==> src/rtl/ex_muldiv_unit.sv <==
// RV32M multiply/divide unit for the EX stage.
// Multiply: product formed on the start edge and held for MUL_STAGES stall cycles.
// Divide: restoring, one quotient bit per cycle (first bit on the start edge).
module ex_muldiv_unit #(
  parameter int unsigned XLEN       = 32,
  parameter int unsigned MUL_STAGES = 2
) (
  input  logic            clk,
  input  logic            rst_n,
  input  logic            ValidE,
  input  logic            FlushE,
  input  logic [2:0]      funct3E,
  input  logic [XLEN-1:0] SrcAE,
  input  logic [XLEN-1:0] SrcBE,
  output logic            StallE,
  output logic            MulDivValid,
  output logic [XLEN-1:0] MulDivResult
);

  localparam int unsigned CNT_MAX = (XLEN > MUL_STAGES) ? XLEN : MUL_STAGES;
  localparam int unsigned CNT_W   = $clog2(CNT_MAX + 1);
  localparam int unsigned PW      = 2 * XLEN;

  typedef enum logic [1:0] {IDLE, MUL, DIV, DONE} state_t;

  // One restoring-division step; returns {remainder, quotient/dividend shift reg}.
  function automatic logic [PW-1:0] div_step(input logic [XLEN-1:0] rem,
                                             input logic [XLEN-1:0] quo,
                                             input logic [XLEN-1:0] dvs);
    logic [XLEN:0]   trial;
    logic [XLEN-1:0] diff;
    logic            ge;
    trial    = {rem, quo[XLEN-1]};
    ge       = (trial >= {1'b0, dvs});
    diff     = trial[XLEN-1:0] - dvs;
    div_step = {(ge ? diff : trial[XLEN-1:0]), quo[XLEN-2:0], ge};
  endfunction

  // Select the low or high product half by operation.
  function automatic logic [XLEN-1:0] mul_pick(input logic [PW-1:0] p, input logic [2:0] f3);
    mul_pick = (f3[1:0] == 2'b00) ? p[XLEN-1:0] : p[PW-1:XLEN];
  endfunction

  // Apply signs to the unsigned quotient/remainder and pick the requested one.
  function automatic logic [XLEN-1:0] div_fix(input logic [PW-1:0] rq, input logic [2:0] f3,
                                              input logic nq, input logic nr);
    logic [XLEN-1:0] q;
    logic [XLEN-1:0] r;
    q = rq[XLEN-1:0];
    r = rq[PW-1:XLEN];
    if (f3[1]) div_fix = nr ? (~r + XLEN'(1)) : r;
    else       div_fix = nq ? (~q + XLEN'(1)) : q;
  endfunction

  state_t          state_q, state_d;
  logic [CNT_W-1:0] cnt_q, cnt_d;
  logic [2:0]      op_q, op_d;
  logic            negq_q, negq_d, negr_q, negr_d;
  logic [XLEN-1:0] quo_q, quo_d, rem_q, rem_d, dvs_q, dvs_d;
  logic [PW-1:0]   prod_q, prod_d;
  logic [XLEN-1:0] result_q, result_d;

  logic            start;
  logic            div_signed, a_sgn_div, b_sgn_div, a_sgn_mul, b_sgn_mul;
  logic [XLEN-1:0] a_abs, b_abs;
  logic [PW-1:0]   a_ext, b_ext, prod_full;
  logic            b_zero, ovf;
  logic [PW-1:0]   step0, step_n;

  // Operand conditioning for the start cycle.
  always_comb begin
    div_signed = ~funct3E[0];
    a_sgn_div  = div_signed & SrcAE[XLEN-1];
    b_sgn_div  = div_signed & SrcBE[XLEN-1];
    a_abs      = a_sgn_div ? (~SrcAE + XLEN'(1)) : SrcAE;
    b_abs      = b_sgn_div ? (~SrcBE + XLEN'(1)) : SrcBE;
    a_sgn_mul  = ((funct3E[1:0] == 2'b01) || (funct3E[1:0] == 2'b10)) & SrcAE[XLEN-1];
    b_sgn_mul  = (funct3E[1:0] == 2'b01) & SrcBE[XLEN-1];
    a_ext      = {{XLEN{a_sgn_mul}}, SrcAE};
    b_ext      = {{XLEN{b_sgn_mul}}, SrcBE};
    prod_full  = a_ext * b_ext;
    b_zero     = (SrcBE == '0);
    ovf        = div_signed & (SrcAE == {1'b1, {(XLEN-1){1'b0}}}) & (&SrcBE);
    step0      = div_step('0, a_abs, b_abs);
    step_n     = div_step(rem_q, quo_q, dvs_q);
  end

  assign start = ValidE & ~FlushE;

  // Next-state, datapath updates and result capture.
  always_comb begin
    state_d  = state_q;
    cnt_d    = cnt_q;
    op_d     = op_q;
    negq_d   = negq_q;
    negr_d   = negr_q;
    quo_d    = quo_q;
    rem_d    = rem_q;
    dvs_d    = dvs_q;
    prod_d   = prod_q;
    result_d = '0;
    if (FlushE) begin
      state_d = IDLE;
    end else begin
      unique case (state_q)
        IDLE: begin
          if (start) begin
            op_d = funct3E;
            if (!funct3E[2]) begin
              prod_d = prod_full;
              if (MUL_STAGES == 1) begin
                state_d  = DONE;
                result_d = mul_pick(prod_full, funct3E);
              end else begin
                state_d = MUL;
                cnt_d   = CNT_W'(MUL_STAGES - 1);
              end
            end else if (b_zero) begin
              state_d  = DONE;
              result_d = funct3E[1] ? SrcAE : '1;
            end else if (ovf) begin
              state_d  = DONE;
              result_d = funct3E[1] ? '0 : SrcAE;
            end else begin
              state_d = DIV;
              cnt_d   = CNT_W'(XLEN - 1);
              negq_d  = a_sgn_div ^ b_sgn_div;
              negr_d  = a_sgn_div;
              dvs_d   = b_abs;
              rem_d   = step0[PW-1:XLEN];
              quo_d   = step0[XLEN-1:0];
            end
          end
        end
        MUL: begin
          cnt_d = cnt_q - CNT_W'(1);
          if (cnt_q == CNT_W'(1)) begin
            state_d  = DONE;
            result_d = mul_pick(prod_q, op_q);
          end
        end
        DIV: begin
          cnt_d = cnt_q - CNT_W'(1);
          rem_d = step_n[PW-1:XLEN];
          quo_d = step_n[XLEN-1:0];
          if (cnt_q == CNT_W'(1)) begin
            state_d  = DONE;
            result_d = div_fix(step_n, op_q, negq_q, negr_q);
          end
        end
        DONE:    state_d = IDLE;
        default: state_d = IDLE;
      endcase
    end
  end

  // State and datapath registers.
  always_ff @(posedge clk or negedge rst_n) begin
    if (!rst_n) begin
      state_q  <= IDLE;
      cnt_q    <= '0;
      op_q     <= '0;
      negq_q   <= 1'b0;
      negr_q   <= 1'b0;
      quo_q    <= '0;
      rem_q    <= '0;
      dvs_q    <= '0;
      prod_q   <= '0;
      result_q <= '0;
    end else begin
      state_q  <= state_d;
      cnt_q    <= cnt_d;
      op_q     <= op_d;
      negq_q   <= negq_d;
      negr_q   <= negr_d;
      quo_q    <= quo_d;
      rem_q    <= rem_d;
      dvs_q    <= dvs_d;
      prod_q   <= prod_d;
      result_q <= result_d;
    end
  end

  // Stall is combinational so the start cycle itself is held; forced low in reset.
  assign StallE       = rst_n & ValidE & ~FlushE & (state_q != DONE);
  assign MulDivValid  = (state_q == DONE);
  assign MulDivResult = result_q;

endmodule
==> config.mk <==
export PLATFORM = sky130hd
export DESIGN_NAME = ex_muldiv_unit
export DESIGN_NICKNAME = d
export VERILOG_FILES = /design/src/rtl/ex_muldiv_unit.sv
export SDC_FILE = /design/constraint.sdc
export NUM_CORES = 2
export LEC_CHECK = 0
export ABC_AREA = 0
export CAP_MARGIN = 20
export CORE_MARGIN = 1
export CORE_UTILIZATION = 60
export CTS_BUF_LIST = sky130_fd_sc_hd__clkbuf_8 sky130_fd_sc_hd__clkbuf_16
export DETAILED_ROUTE_END_ITERATION = 7
export GPL_TIMING_DRIVEN = 0
export PLACE_DENSITY = 0.79
export SLEW_MARGIN = 25
export SYNTH_ARGS = -nofsm -noshare
export SYNTH_HDL_FRONTEND = slang
export SYNTH_SLANG_ARGS = --single-unit
==> constraint.sdc <==
create_clock -name clk -period 5.75 [get_ports clk]
set_input_delay 0.8625 -clock clk [delete_from_list [all_inputs] [get_ports clk]]
set_output_delay 0.8625 -clock clk [all_outputs]
set_load 0.02 [all_outputs]
==> impl_results.md <==
* Post-synth top flop: dfrtp_1
* DIE AREA at slightly below 90000 um2
* CP Capture Type: flip-flop
* Via density at 6.31
* Max Clk Rate at 109 MHz
* Critical R2R Launch: rem_q[1]$_DFFE_PN0P_
* Ports at approximately 110
* Via Count at between 40000 and 50000
* GPL Wtd Cong at 1.09
* Final Hold Vio Count at 0
* Hold Worst Slack at roughly 0.23 ns
* Hold/Removal Path Class: input pin to asynchronous set/reset pin
* YS warnings at 0
* Dpl cell area at 57000 um2
* Failing checks: design-rule violations, negative setup slack
* Cells after synthesis at 6132
* Synth Area in Compound Gates at 8.64%
* DR pass1 iterations at 8
* CP top delay family: adder cells
* Crit. path cell count at 34
* Layout filler cell count at approximately 6700
* Final Instance Area at 62800 um2
* Worst-path maximum fanout at 9
* Synth Area per Inst at 8.62 um2
* Row Count at roughly 110
* Port Buffers at 77
* Wirelength, routed at 231 mm
* CTS clk-pin slew, worst paths at approximately 0.070 ns
* Main combinational cell family by area after synthesis: adder cells
* Clk_skew at 0.0130 ns
* Ranking of synthesized cells by area: fa_1 (43%), dfrtp_1 (9.7%), inv_1 (8.9%)
* Unrepaired setup endpoints after global routing: true
* Die width at 299 um
* Detailed-route DRC error count at 8
* Sequential area share after synthesis at 9.65%
* Final Max Slew Viols at 0
* Post-route minimum period at around 9.2 ns
* Num Clock Sinks at 204
* CTS tree: yes
* Initial antenna violation count at 40
* Flops & latches, synth at 204
* Wire per inst at 30.2 um
* Data arrival time of the critical path at 9.59 ns
* Nets at 7907
* Clk_lat worst skew at 0.54 ns
* 1st-iter DRT viols at 6043
* Reg-to-reg endpoint: MulDivResult[18]$_DFF_PN0_
* Total global routing overflow at 0
* Unique masters post-synth at 85
* Core area at slightly below 90000 um2
* Largest net degree at the start of global routing at 94
* Max-Cap Viols at 0
* Clock tree buffer depth at 3
* FF-to-FF path depth at 23
* Area leader, netlist: fa_1
* Die height at between 200 and 300 um
* Setup TNS at -111.77 ns
* Outcome: finished, violations left
* CTS H-tree lvls at 1
* Post-Syn Area at ~53000 um2
* Starting Density at 60.8%
* Final setup margin at -3.44 ns
* Placed wire-length estimate at 178 mm
* First-pass GRT wire length at 333 mm
* Synth Area in Adders at 48.7%
* Post-synth EDFFs at 0
* Sequential cell area at 5100 um2
* Layout cells sized above 1 at 14.7%
* Rel. slew slack at 28.5%
* Xor and xnor area share after synthesis at ~3.5%
* Num CTS Buffers at 21
* Area grow syn2layout at 18.8%
* CP required at 6.14 ns
* Worst-Margin Slew at approximately 1.1 ns
* Root Buffer Master: clkbuf_16
* Vias in the first global route at 49500
* Final setup viols at 60
* Mux cell area share after synthesis at 1.42%
* Worst R2R Setup Slack at -0.49 ns
* Most frequent CP cell: fa_1
* Crit path buf inv count at 11
* Area of the multi-input gates at 43700 um2
* Post-route ant nets at 0
* Critical Path Slowest Stage Cell: fa_2
* Hold-fix buffers, CTS at 0
* Simple-Gate Fraction of Synth Area at 16.3%
* Post-synth ARST share at 100%
* DP Cell Count at 7367
* Non-filler cells, final at 7647
* Final period util at 160%
* Post-synthesis net count at between 7000 and 8000
* Max stage delay on crit path at 0.72 ns
* Crit start category: input pin
* Crit. Startpoint: funct3E[1]
* Share of the synthesized area in the top cell type at 42.6%
* Crit path to: prod_q[60]$_DFFE_PN0P_
* GRT Util Overall at 52.6%
* Setup Crit Path Kind: input pin to flip-flop
==> worst min-delay path by stage <==
stage / from / endpoint / cells past startpoint
floorplan: prod_q[55]$_DFFE_PN0P_ / prod_q[55]$_DFFE_PN0P_ / 2
global placement: prod_q[16]$_DFFE_PN0P_ / prod_q[16]$_DFFE_PN0P_ / 2
detailed placement: prod_q[16]$_DFFE_PN0P_ / prod_q[16]$_DFFE_PN0P_ / 2
CTS: rst_n / rem_q[16]$_DFFE_PN0P_ / 1
global route: rst_n / rem_q[16]$_DFFE_PN0P_ / 1
finish: rst_n / rem_q[16]$_DFFE_PN0P_ / 1
==> area by class of cell <==
type	instances	share of cell area, %
multi-input combinational	4298	69.5
buffer	369	6.94
clock buffer	21	0.836
sequential	204	8.12
tap	1155	2.30
inverter	1257	7.59
timing repair buffer	301	4.38
clock inverter	15	0.221
antenna	27	0.108
==> cell usage after synthesis, drive strengths merged, types with 17 or more instances <==
library cell and instances:
inv 1257, fa 1126, nand2 1004, and2 328, nor2 276, clkbuf 260
ha 258, o21ai 239, dfrtp 204, a21oi 188, xnor2 126, buf 113
xor2 87, mux2i 56, nor3 51, a21o 48, nand3 44, o22ai 38
o31ai 33, a211oi 26, nand2b 26, nand4 25, or3 23, nor4 22
o21a 21, a31oi 19, mux2 17
==> flip-flops by register name, summed over array words and instances, names as in the netlist <==
register,count
op_q,2
prod_q,64
negr_q,1
MulDivResult,32
dvs_q,32
cnt_q,6
quo_q,32
negq_q,1
rem_q,32
state_q,2
==> worst reg2reg max path: stages, from the launching register on <==
cell and delay [ns]:
dfrtp_1 0.48, ha_1 0.44, nand3b_1 0.16, a21oi_2 0.28, nor3b_4 0.10, nor3_4 0.25
o21ai_1 0.16, a21o_1 0.23, nand2_1 0.22, buf_4 0.27, buf_4 0.27, buf_4 0.26
nand2_1 0.07, o21ai_1 0.21, ha_2 0.29, or4b_2 0.64, nor3_1 0.23, nand2_1 0.08
nor3_1 0.21, a41oi_1 0.17, or4b_2 0.75, nand2_1 0.10, xor2_1 0.17, o21ai_0 0.10
==> logic make-up after synthesis <==
group / count (synthesis)
fa+ha+maj: 1384
flops: 204
compound gates: 741
simple gates: 1887
buf+inv: 1630
xor+xnor: 213
mux: 73
==> cells in the final DEF (no fill, tap or decap), types with 44 or more instances in the layout <==
master     synthesis  routed
a21o_1            48      47
a21oi_1          188     162
and2_1           326     308
buf_4              1     194
buf_6              8      67
clkbuf_1         254      77
clkbuf_16          0      83
clkbuf_8           0      55
dfrtp_1          204     204
fa_1            1126    1078
fa_2               0      48
ha_1             258     220
inv_1           1256    1214
mux2i_1           56      55
nand2_1         1004     976
nor2_1           276     265
nor3_1            50      44
o21ai_0          234     164
o21ai_1            5      48
xnor2_1          126     114
xor2_1            87      68
==> metrics by stage <==
step	setup slack, ns	util, %
after floorplan	-2.71	-
after global placement	-5.89	65.4
after detailed placement	-5.92	65.5
after CTS	-3.12	70.8
after global routing	-3.56	72.2
final	-3.44	72.2
==> metal layers <==
metal | part of all wire, % | GRT usage [%] | vias to the layer above
li1 | - | - | 19200
met1 | 31 | 58.5 | 23700
met2 | 42 | 76.0 | 3836
met3 | 15 | 21.6 | 1431
met4 | 13 | 50.4 | 18
met5 | 0.12 | 0.582 | -
==> repair_timing <==
action / in CTS / in global routing
buffers inserted: 164 / 57
resized for setup: 775 / 215
pin swaps: 138 / 113
endpoints found under the setup margin: 95 / 93
cloned: 0 / 1
Power is left out: the tool's default activity adds up to more than one toggle a clock period on the data nets, which glitch-free logic cannot reach.
